--- config.mk ---
export PLATFORM = sky130hd
export DESIGN_NAME = uart_rx_fsm_flat
export DESIGN_NICKNAME = d
export VERILOG_FILES = /design/src/rtl/uart_rx_fsm_if.sv /design/src/rtl/uart_rx_fsm.sv /design/src/flat_wrapper.sv
export SDC_FILE = /design/constraint.sdc
export NUM_CORES = 1
export LEC_CHECK = 0
export ABC_AREA = 0
export CORE_MARGIN = 2
export CORE_UTILIZATION = 49
export DETAILED_ROUTE_END_ITERATION = 10
export PLACE_DENSITY = 0.87
export SYNTH_ARGS = -nofsm -noshare
export SYNTH_HDL_FRONTEND = slang
export SYNTH_SLANG_ARGS = --single-unit
--- constraint.sdc ---
create_clock -name clk -period 2.3 [get_ports clk]
set_input_delay 0.23 -clock clk [delete_from_list [all_inputs] [get_ports clk]]
set_output_delay 0.23 -clock clk [all_outputs]
set_load 0.02 [all_outputs]
--- src/rtl/uart_rx_fsm_if.sv ---
// UART receiver control bundle: line, frame options and check-stage flags
// toward the FSM; counters, stage enables and frame result pulses back out.
//   rx_in, par_en, start_glitch, par_err, stop_err : into the FSM
//   edge_cnt, bit_cnt, *_en, data_valid, frame_error, parity_error : out
interface uart_rx_fsm_if #(
   parameter int PRESCALE   = 8,
   parameter int DATA_WIDTH = 8
);
   localparam int EW = $clog2(PRESCALE);
   localparam int BW = $clog2(DATA_WIDTH + 1);

   logic          rx_in;
   logic          par_en;
   logic          start_glitch;
   logic          par_err;
   logic          stop_err;
   logic [EW-1:0] edge_cnt;
   logic [BW-1:0] bit_cnt;
   logic          dat_samp_en;
   logic          start_chk_en;
   logic          deser_en;
   logic          par_chk_en;
   logic          stop_chk_en;
   logic          data_valid;
   logic          frame_error;
   logic          parity_error;

   modport master (
      output rx_in, par_en, start_glitch, par_err, stop_err,
      input  edge_cnt, bit_cnt, dat_samp_en, start_chk_en,
      input  deser_en, par_chk_en, stop_chk_en,
      input  data_valid, frame_error, parity_error
   );

   modport slave (
      input  rx_in, par_en, start_glitch, par_err, stop_err,
      output edge_cnt, bit_cnt, dat_samp_en, start_chk_en,
      output deser_en, par_chk_en, stop_chk_en,
      output data_valid, frame_error, parity_error
   );
endinterface

--- src/rtl/uart_rx_fsm.sv ---
// UART receiver control FSM: start detect, oversample/bit counters,
// frame phase sequencing, check-stage enables and frame result pulses.
//   clk, rst : clock, synchronous active-high reset
//   bus      : uart_rx_fsm_if.slave (line, flags in; counters, enables,
//              data_valid / frame_error / parity_error out)
module uart_rx_fsm #(
   parameter int PRESCALE   = 8,
   parameter int DATA_WIDTH = 8
) (
   input  logic         clk,
   input  logic         rst,
   uart_rx_fsm_if.slave bus
);
   localparam int EW = $clog2(PRESCALE);
   localparam int BW = $clog2(DATA_WIDTH + 1);

   // first phase where sampler majority and check flags are settled
   localparam logic [EW-1:0] SAMP  = EW'(PRESCALE / 2 + 2);
   localparam logic [EW-1:0] LAST  = EW'(PRESCALE - 1);
   localparam logic [BW-1:0] B_END = BW'(DATA_WIDTH - 1);

   typedef enum logic [2:0] {
      IDLE,
      START,
      DATA,
      PARITY,
      STOP
   } state_t;

   state_t        state_q, state_d;
   logic [EW-1:0] edge_q, edge_d;
   logic [BW-1:0] bit_q, bit_d;
   logic          par_latch_q, par_latch_d;
   logic          dv_q, fe_q, pe_q;
   logic          frame_done;
   logic          at_last, samp_win;
   logic          samp_en, start_en, deser, par_en_o, stop_en;

   always_comb begin
      at_last     = (edge_q == LAST);
      samp_win    = (edge_q >= SAMP);
      state_d     = state_q;
      edge_d      = at_last ? '0 : edge_q + EW'(1);
      bit_d       = bit_q;
      par_latch_d = par_latch_q;
      frame_done  = 1'b0;
      samp_en     = 1'b1;
      start_en    = 1'b0;
      deser       = 1'b0;
      par_en_o    = 1'b0;
      stop_en     = 1'b0;

      unique case (state_q)
         IDLE: begin
            samp_en = 1'b0;
            edge_d  = '0;
            bit_d   = '0;
            if (!bus.rx_in) begin
               state_d     = START;
               par_latch_d = 1'b0;
            end
         end
         START: begin
            start_en = samp_win;
            if (at_last) begin
               bit_d   = '0;
               state_d = bus.start_glitch ? IDLE : DATA;
            end
         end
         DATA: begin
            deser = (edge_q == SAMP);
            if (at_last) begin
               if (bit_q == B_END) begin
                  bit_d   = '0;
                  state_d = bus.par_en ? PARITY : STOP;
               end else begin
                  bit_d = bit_q + BW'(1);
               end
            end
         end
         PARITY: begin
            par_en_o = samp_win;
            if (at_last) begin
               par_latch_d = bus.par_err;
               state_d     = STOP;
            end
         end
         STOP: begin
            stop_en = samp_win;
            if (at_last) begin
               frame_done = 1'b1;
               state_d    = IDLE;
            end
         end
         default: begin
            samp_en = 1'b0;
            state_d = IDLE;
         end
      endcase
   end

   always_ff @(posedge clk) begin
      if (rst) begin
         state_q     <= IDLE;
         edge_q      <= '0;
         bit_q       <= '0;
         par_latch_q <= 1'b0;
         dv_q        <= 1'b0;
         fe_q        <= 1'b0;
         pe_q        <= 1'b0;
      end else begin
         state_q     <= state_d;
         edge_q      <= edge_d;
         bit_q       <= bit_d;
         par_latch_q <= par_latch_d;
         dv_q        <= frame_done & ~bus.stop_err & ~par_latch_q;
         fe_q        <= frame_done & bus.stop_err;
         pe_q        <= frame_done & par_latch_q;
      end
   end

   assign bus.edge_cnt     = edge_q;
   assign bus.bit_cnt      = bit_q;
   assign bus.dat_samp_en  = samp_en;
   assign bus.start_chk_en = start_en;
   assign bus.deser_en     = deser;
   assign bus.par_chk_en   = par_en_o;
   assign bus.stop_chk_en  = stop_en;
   assign bus.data_valid   = dv_q;
   assign bus.frame_error  = fe_q;
   assign bus.parity_error = pe_q;
endmodule
--- src/flat_wrapper.sv ---
// flat-port wrapper written by rule: the top's interface ports become plain ports
module uart_rx_fsm_flat 
#(
   parameter int PRESCALE   = 8,
   parameter int DATA_WIDTH = 8
)
  (clk, rst, bus_rx_in, bus_par_en, bus_start_glitch, bus_par_err, bus_stop_err, bus_edge_cnt, bus_bit_cnt, bus_dat_samp_en, bus_start_chk_en, bus_deser_en, bus_par_chk_en, bus_stop_chk_en, bus_data_valid, bus_frame_error, bus_parity_error);
  uart_rx_fsm_if #(.PRESCALE(PRESCALE), .DATA_WIDTH(DATA_WIDTH)) bus_i ();
  input  logic clk;
  input  logic rst;
  input wire logic [$bits(bus_i.rx_in)-1:0] bus_rx_in;
  input wire logic [$bits(bus_i.par_en)-1:0] bus_par_en;
  input wire logic [$bits(bus_i.start_glitch)-1:0] bus_start_glitch;
  input wire logic [$bits(bus_i.par_err)-1:0] bus_par_err;
  input wire logic [$bits(bus_i.stop_err)-1:0] bus_stop_err;
  output wire logic [$bits(bus_i.edge_cnt)-1:0] bus_edge_cnt;
  output wire logic [$bits(bus_i.bit_cnt)-1:0] bus_bit_cnt;
  output wire logic [$bits(bus_i.dat_samp_en)-1:0] bus_dat_samp_en;
  output wire logic [$bits(bus_i.start_chk_en)-1:0] bus_start_chk_en;
  output wire logic [$bits(bus_i.deser_en)-1:0] bus_deser_en;
  output wire logic [$bits(bus_i.par_chk_en)-1:0] bus_par_chk_en;
  output wire logic [$bits(bus_i.stop_chk_en)-1:0] bus_stop_chk_en;
  output wire logic [$bits(bus_i.data_valid)-1:0] bus_data_valid;
  output wire logic [$bits(bus_i.frame_error)-1:0] bus_frame_error;
  output wire logic [$bits(bus_i.parity_error)-1:0] bus_parity_error;
  assign bus_i.rx_in = bus_rx_in;
  assign bus_i.par_en = bus_par_en;
  assign bus_i.start_glitch = bus_start_glitch;
  assign bus_i.par_err = bus_par_err;
  assign bus_i.stop_err = bus_stop_err;
  assign bus_edge_cnt = bus_i.edge_cnt;
  assign bus_bit_cnt = bus_i.bit_cnt;
  assign bus_dat_samp_en = bus_i.dat_samp_en;
  assign bus_start_chk_en = bus_i.start_chk_en;
  assign bus_deser_en = bus_i.deser_en;
  assign bus_par_chk_en = bus_i.par_chk_en;
  assign bus_stop_chk_en = bus_i.stop_chk_en;
  assign bus_data_valid = bus_i.data_valid;
  assign bus_frame_error = bus_i.frame_error;
  assign bus_parity_error = bus_i.parity_error;
  uart_rx_fsm #(.PRESCALE(PRESCALE), .DATA_WIDTH(DATA_WIDTH)) u_core (.clk(clk), .rst(rst), .bus(bus_i));
endmodule
==> results.ini <==
[floorplanning]
die_w_um = 43.5
die_h_um = 43.5
ioPinCount = 22
core-area_um2 = 1490
initial_core_util = 0.514
rows = 14
dieArea_um2 = 1890

[worst_setup_path]
cp.buffers_inverters = 1
end_kind = output pin
arrival_ns = 1.99
cp_top_family = simple AND/OR/NAND/NOR gates
cp.required_ns = 2.07
critical_path_class = flop to output pin
r2r_setup_slack_ns = 0.51
startpoint_type = flop
path_max_fanout = 15
crit_chain = or3b_4 -> nor2_1 -> clkdlybuf4s50_1
cp_slowest_cell = clkdlybuf4s50_1
slowest_delay_ns = 0.61

[job]
max_cap_violations = 0

[yosys]
syn_area_per_cell_um2 = 8.41
ys_seq_area_frac = 0.366
synth-async-reset-ratio = 0
netlist-cell-type-count = 32
ys_ff_latch = 14
synth-edff-count = 0
synthFlopType = dfxtp_1
syn_area_um2 = 766
synthesis.instances = 91
yosys_warnings = 0
syn_nets = 103

[sta]
drv_slew = 0
fin_skew_ns = 0.00675
fin_ws_ns = 0.0827
hold_viol_final = 0
setup_violations = 0
max_slew_margin = 0.661
tightest_slew_ns = 0.508
period_needed_ns = 2.22
fin_crit_sh = 0.964
fmax_mhz = 451
tns_ns = 0
rsz0062_at_grt = no

[layout]
fin_nets = 125
antenna_cells = 0
drive_gt1_frac = 0.0982
area_growth_pct = 32.2
instances_no_fill = 128
utilization = 0.680

[global_route]
grt_pass1_vias = 694
grt_pass1_wl_um = 3040
track_usage = 0.220
grt_max_degree = 17
grt_antenna_before_repair = 0
grt.overflow.total = 0
grtUsageMet2 = 0.346
grt_busiest_layer = met2
grtUsageMet3 = 0.0542
use_met1 = 0.273

[placed_design]
gp_congestion = 0.865
portBuffers = 21
place_ws_ns = 0.439
placedCellCount = 124
hpwl_um = 1300

[pwr]
swShare = 0.312
p_clk_frac = 0.289
power_density_nw_per_um2 = 626
combPwrFrac = 0.264
total_power_uw = 634
power.leakage_nw = 0.369
p_seq_frac = 0.447
switching_power_uw = 198
peakVddDrop_uv = 383
intPower_uw = 436

[routing]
drc = 0
vias = 773
drt-total-wl_um = 1830
drtIter0Drc = 25
wire_per_inst_um = 14.3
drt_first_pass_iters = 5
ant_nets = 0
via_per_inst = 6.04

[clock_tree]
post_cts_resized = 0
post_cts_hold_buffer_count = 0
clk_latency_ns = 0.29
cts_sinks = 14
post_cts_buffers = 0
cts_tree = built
ctsHtreeMaxLevel = 1
cts_made_buffers = 3
clock-root-buffer = clkbuf_4
cts_buffer_depth = 2
path_clk_slew_ns = 0.09

[min_path]
min_path_type = flop to flop

[run_status]
status = complete, no violations

==> metrics by stage <==
step | hold slack [ns] | area (um^2)
2_1_floorplan | 0.307 | 766
3_3_place_gp | 0.404 | 975
3_5_place_dp | 0.426 | 975
4_1_cts | 0.439 | 1010
5_1_grt | 0.459 | 1010
6_report | 0.430 | 1010
==> cell usage in the layout (no fill, tap or decap), types with 2 or more instances in the layout <==
cell and instances:
nand4b_1 2, nand2_1 7, inv_1 4, nand2b_1 4, clkbuf_4 3, or3_1 3, nor2_1 14, mux2_2 2
a21oi_1 6, o31ai_1 2, nor3_1 4, dfxtp_1 13, clkdlybuf4s50_1 21, nand3_1 3, ha_1 5
==> power by group through the flow <==
stage | combinational, mW | clock, mW | sequential (mW)
2_1_floorplan | 0.126 | 0 | 0.277
3_3_place_gp | 0.163 | 0 | 0.284
3_5_place_dp | 0.165 | 0 | 0.287
4_1_cts | 0.167 | 0.187 | 0.281
5_1_grt | 0.184 | 0.197 | 0.286
6_report | 0.168 | 0.183 | 0.283
==> logic make-up after synthesis <==
family | share of synthesized area
xor gates and xnor gates | 0.0114
DFF | 0.366
and+or+nand+nor | 0.324
adders and majority gates | 0.0817
muxes | 0.0294
AOI/OAI and AO/OA | 0.131
buffers and inverters | 0.0572
==> final cells by class <==
type                            count  area, um^2
Fill cell                         117         477
Multi-Input combinational cell     68         442
Sequential cell                    14         282
Timing Repair Buffer               22         218
Clock buffer                        4        36.3
Tap cell                           16        20.0
Inverter                            4        15.0
==> layer usage <==
layer	wire length (um)	share of wire
met1	763	0.42
met3	139	0.076
met5	0	0
met4	55	0.030
met2	867	0.48
==> worst paths after layout <==
check	start	cells past startpoint	end
setup / recovery	u_core.state_q[0]	3	bus_deser_en
hold / removal	u_core.par_latch_q	1	u_core.bus.data_valid
setup reg to reg	u_core.bus.edge_cnt[0]	6	u_core.bus.bit_cnt[3]
hold reg to reg	u_core.par_latch_q	1	u_core.bus.data_valid
==> registers in the layout, summed over array words and instances (netlist names) <==
| name | count |
|---|---|
| u_core.bus.parity_error | 1 |
| u_core.bus.bit_cnt | 4 |
| u_core.par_latch_q | 1 |
| u_core.bus.edge_cnt | 3 |
| u_core.bus.data_valid | 1 |
| u_core.state_q | 3 |
| u_core.bus.frame_error | 1 |
==> synth_stat cells (2+ instances only) <==
master    instances  area, um^2
a21oi_1           6        30.0
buf_2             2        10.0
clkbuf_1          2        7.51
dfxtp_1          14         280
ha_1              5        62.6
inv_1             4        15.0
mux2_2            2        22.5
nand2_1           7        26.3
nand2b_1          4        25.0
nand3_1           3        15.0
nand4b_1          2        17.5
nor2_1           14        52.6
nor3_1            4        20.0
o31ai_1           2        15.0
or3_1             3        18.8
Power figures use the tool's default switching activity.
==> RTL edit: new RTL, same flow settings <==
`PRESCALE` is set to 8 in 3 places; all go to 4.
--- a/src/rtl/uart_rx_fsm_if.sv
+++ b/src/rtl/uart_rx_fsm_if.sv
@@ -3,7 +3,7 @@
 //   rx_in, par_en, start_glitch, par_err, stop_err : into the FSM
 //   edge_cnt, bit_cnt, *_en, data_valid, frame_error, parity_error : out
 interface uart_rx_fsm_if #(
-   parameter int PRESCALE   = 8,
+   parameter int PRESCALE   = 4,
    parameter int DATA_WIDTH = 8
 );
    localparam int EW = $clog2(PRESCALE);
--- a/src/rtl/uart_rx_fsm.sv
+++ b/src/rtl/uart_rx_fsm.sv
@@ -4,7 +4,7 @@
 //   bus      : uart_rx_fsm_if.slave (line, flags in; counters, enables,
 //              data_valid / frame_error / parity_error out)
 module uart_rx_fsm #(
-   parameter int PRESCALE   = 8,
+   parameter int PRESCALE   = 4,
    parameter int DATA_WIDTH = 8
 ) (
    input  logic         clk,
--- a/src/flat_wrapper.sv
+++ b/src/flat_wrapper.sv
@@ -1,7 +1,7 @@
 // flat-port wrapper written by rule: the top's interface ports become plain ports
 module uart_rx_fsm_flat 
 #(
-   parameter int PRESCALE   = 8,
+   parameter int PRESCALE   = 4,
    parameter int DATA_WIDTH = 8
 )
   (clk, rst, bus_rx_in, bus_par_en, bus_start_glitch, bus_par_err, bus_stop_err, bus_edge_cnt, bus_bit_cnt, bus_dat_samp_en, bus_start_chk_en, bus_deser_en, bus_par_chk_en, bus_stop_chk_en, bus_data_valid, bus_frame_error, bus_parity_error);
Interface: changed (resized bus_edge_cnt); port bits go from 22 to 21. No check against the original RTL was run, so the function may have changed too.
==> RTL edit against the original RTL <==
  * Global-route usage decreased by 1.8 points
  * Design area down 4.2%
  * Via count decreased by 9.8%
  * Critical path type unchanged
  * Count of clock-buffer cells in the layout unchanged
  * Wire length down 10%
  * Sequential cell count is 1 lower
  * Worst setup slack better by 0.069 ns
  * Cell count shrank 3.9%
  * Area after synthesis decreased by 1.6%
  * Critical path depth stayed put
  * Register-to-register slack improved by 0.03 ns
  * Utilization down 2.1 points
  * Power is 14% lower
==> RTL edit: results (changes against the original RTL) <==
INFO  metric reg_to_reg_slack_setup = 0.54 ns (+0.03 ns)
INFO  metric yosysSeqAreaShare = 34.55% (-2.0 points)
INFO  metric detail_route.iter0.violations = 17 (-32%)
INFO  metric syn-instance-count = 88 (-3.3%)
INFO  metric finalNetCount = 118 (-5.6%)
INFO  metric place.detailed.instances = 119 (-4.0%)
INFO  metric netlist_top_cells_area = sky130_fd_sc_hd__dfxtp_1, sky130_fd_sc_hd__ha_1, sky130_fd_sc_hd__a21oi_1
INFO  metric syn-num-nets = 98 (-4.9%)
INFO  metric post_synth_most_frequent_cells = sky130_fd_sc_hd__dfxtp_1, sky130_fd_sc_hd__nor2_1, sky130_fd_sc_hd__a21oi_1
INFO  metric critical_path.reg2reg.startpoint = u_core.state_q[2]$_SDFFE_PP0P_
INFO  metric run_status = finished clean
INFO  metric met3WireLength = 94 um (-32%)
INFO  metric crit_path_end = bus_par_chk_en
INFO  metric share_of_total_power_consumed_by_net_switching = 30.89% (-0.32 points)
INFO  metric grt_use_total = 20.14% (-1.8 points)
INFO  metric drt-wirelength-per-cell = 13.29 um (-6.8%)
INFO  metric route.vias.total = 697 (-9.8%)
INFO  metric timing_worst_slew_pin_value = 0.5542 ns (+0.04605 ns)
INFO  metric drt_pre_antenna_iters = 4 (-1)
INFO  metric grt_start_max_net_pins = 20 (+3)
INFO  metric wl_met2 = 785 um (-9.5%)
INFO  metric timing.rr.end = u_core.state_q[1]$_SDFFE_PP0P_
INFO  metric cellLeakagePower = 0.3577 nW (-3.1%)
INFO  metric yosys.cell_types.count = 35 (+9.4%)
INFO  metric cp_max_fo = 13 (-2)
INFO  metric m1WireLength = 729 um (-4.5%)
INFO  metric io_buffer_count = 20 (-4.8%)
INFO  metric routabilityCongestion = 0.7720 (-11%)
INFO  metric postRouteWirelength = 1.635 mm (-10%)
INFO  metric place_hpwl = 1.152 mm (-12%)
INFO  metric worst_clock_skew = 0.002410 ns (-0.004342 ns)
RTL edit: changes by cell type after synthesis, sizes merged, moves of 3 or more:
cell and delta:
nor2 -8, and2 +4, nand2 -3, o21ai +3
RTL edit: worst max-delay path: cells and delay by family, from the launching register on:
kind	cells	cell delay (ns)
flip-flops	1	0.58
AND/OR/NAND/NOR	2	0.45
buffers and inverters	1	0.61
RTL edit: area by class of cell:
cell class              count  area [um^2]
clock buffers               4        26.28
fillers                   139        501.7
inverters                   5        18.77
multi-input cells          64        436.7
flip-flops and latches     13        260.3
well taps                  16        20.02
repair buffers             21        207.7
RTL edit: stage by stage:
step | cell area [um^2] | utilization, % | total power, mW | setup slack [ns]
after floorplan | 753.2 | - | 0.3562 | 0.6406
after global placement | 943.4 | 64.12 | 0.3966 | 0.5187
after detailed placement | 943.4 | 64.12 | 0.4018 | 0.4686
after CTS | 969.7 | 65.90 | 0.5467 | 0.1545
after global routing | 969.7 | 65.90 | 0.5756 | 0.02179
final | 969.7 | 65.90 | 0.5437 | 0.1514
RTL edit: how the worst min path moves through the flow:
stage	startpoint	endpoint	slack, ns	cells after the start
3_5_place_dp	u_core.par_latch_q$_SDFFE_PP0P_	u_core.bus.data_valid$_SDFF_PP0_	0.44	1
4_1_cts	u_core.par_latch_q$_SDFFE_PP0P_	u_core.bus.data_valid$_SDFF_PP0_	0.45	1
3_3_place_gp	u_core.par_latch_q$_SDFFE_PP0P_	u_core.bus.data_valid$_SDFF_PP0_	0.43	1
5_1_grt	u_core.par_latch_q$_SDFFE_PP0P_	u_core.bus.data_valid$_SDFF_PP0_	0.49	1
2_1_floorplan	bus_stop_err	u_core.bus.data_valid$_SDFF_PP0_	0.31	1
6_report	u_core.par_latch_q$_SDFFE_PP0P_	u_core.bus.data_valid$_SDFF_PP0_	0.45	1
RTL edit: cell families (layout without fill, tap and decap cells):
kind of cell | after synthesis | in the layout | synth area share, %
AOI/OAI and AO/OA | 14 | 14 | 11.79
xor gates and xnor gates | 1 | 1 | 1.163
adders and majority gates | 4 | 4 | 6.479
buffers and inverters | 11 | 30 | 7.473
DFF | 13 | 13 | 34.55
muxes | 3 | 3 | 4.651
and+or+nand+nor | 42 | 42 | 33.89
RTL edit: power by group through the flow:
stage / sequential, mW / combinational (mW) / clock, mW
after floorplan: 0.247 / 0.109 / 0
after global placement: 0.261 / 0.136 / 0
after detailed placement: 0.263 / 0.139 / 0
after CTS: 0.258 / 0.140 / 0.149
after global routing: 0.260 / 0.152 / 0.163
final: 0.258 / 0.140 / 0.146
RTL edit: metal layers:
layer,up-vias,global-route usage (%)
met3,4,6.383
met2,27,31.34
met4,0,9.091
met5,-,0
met1,317,25.13
li1,349,-
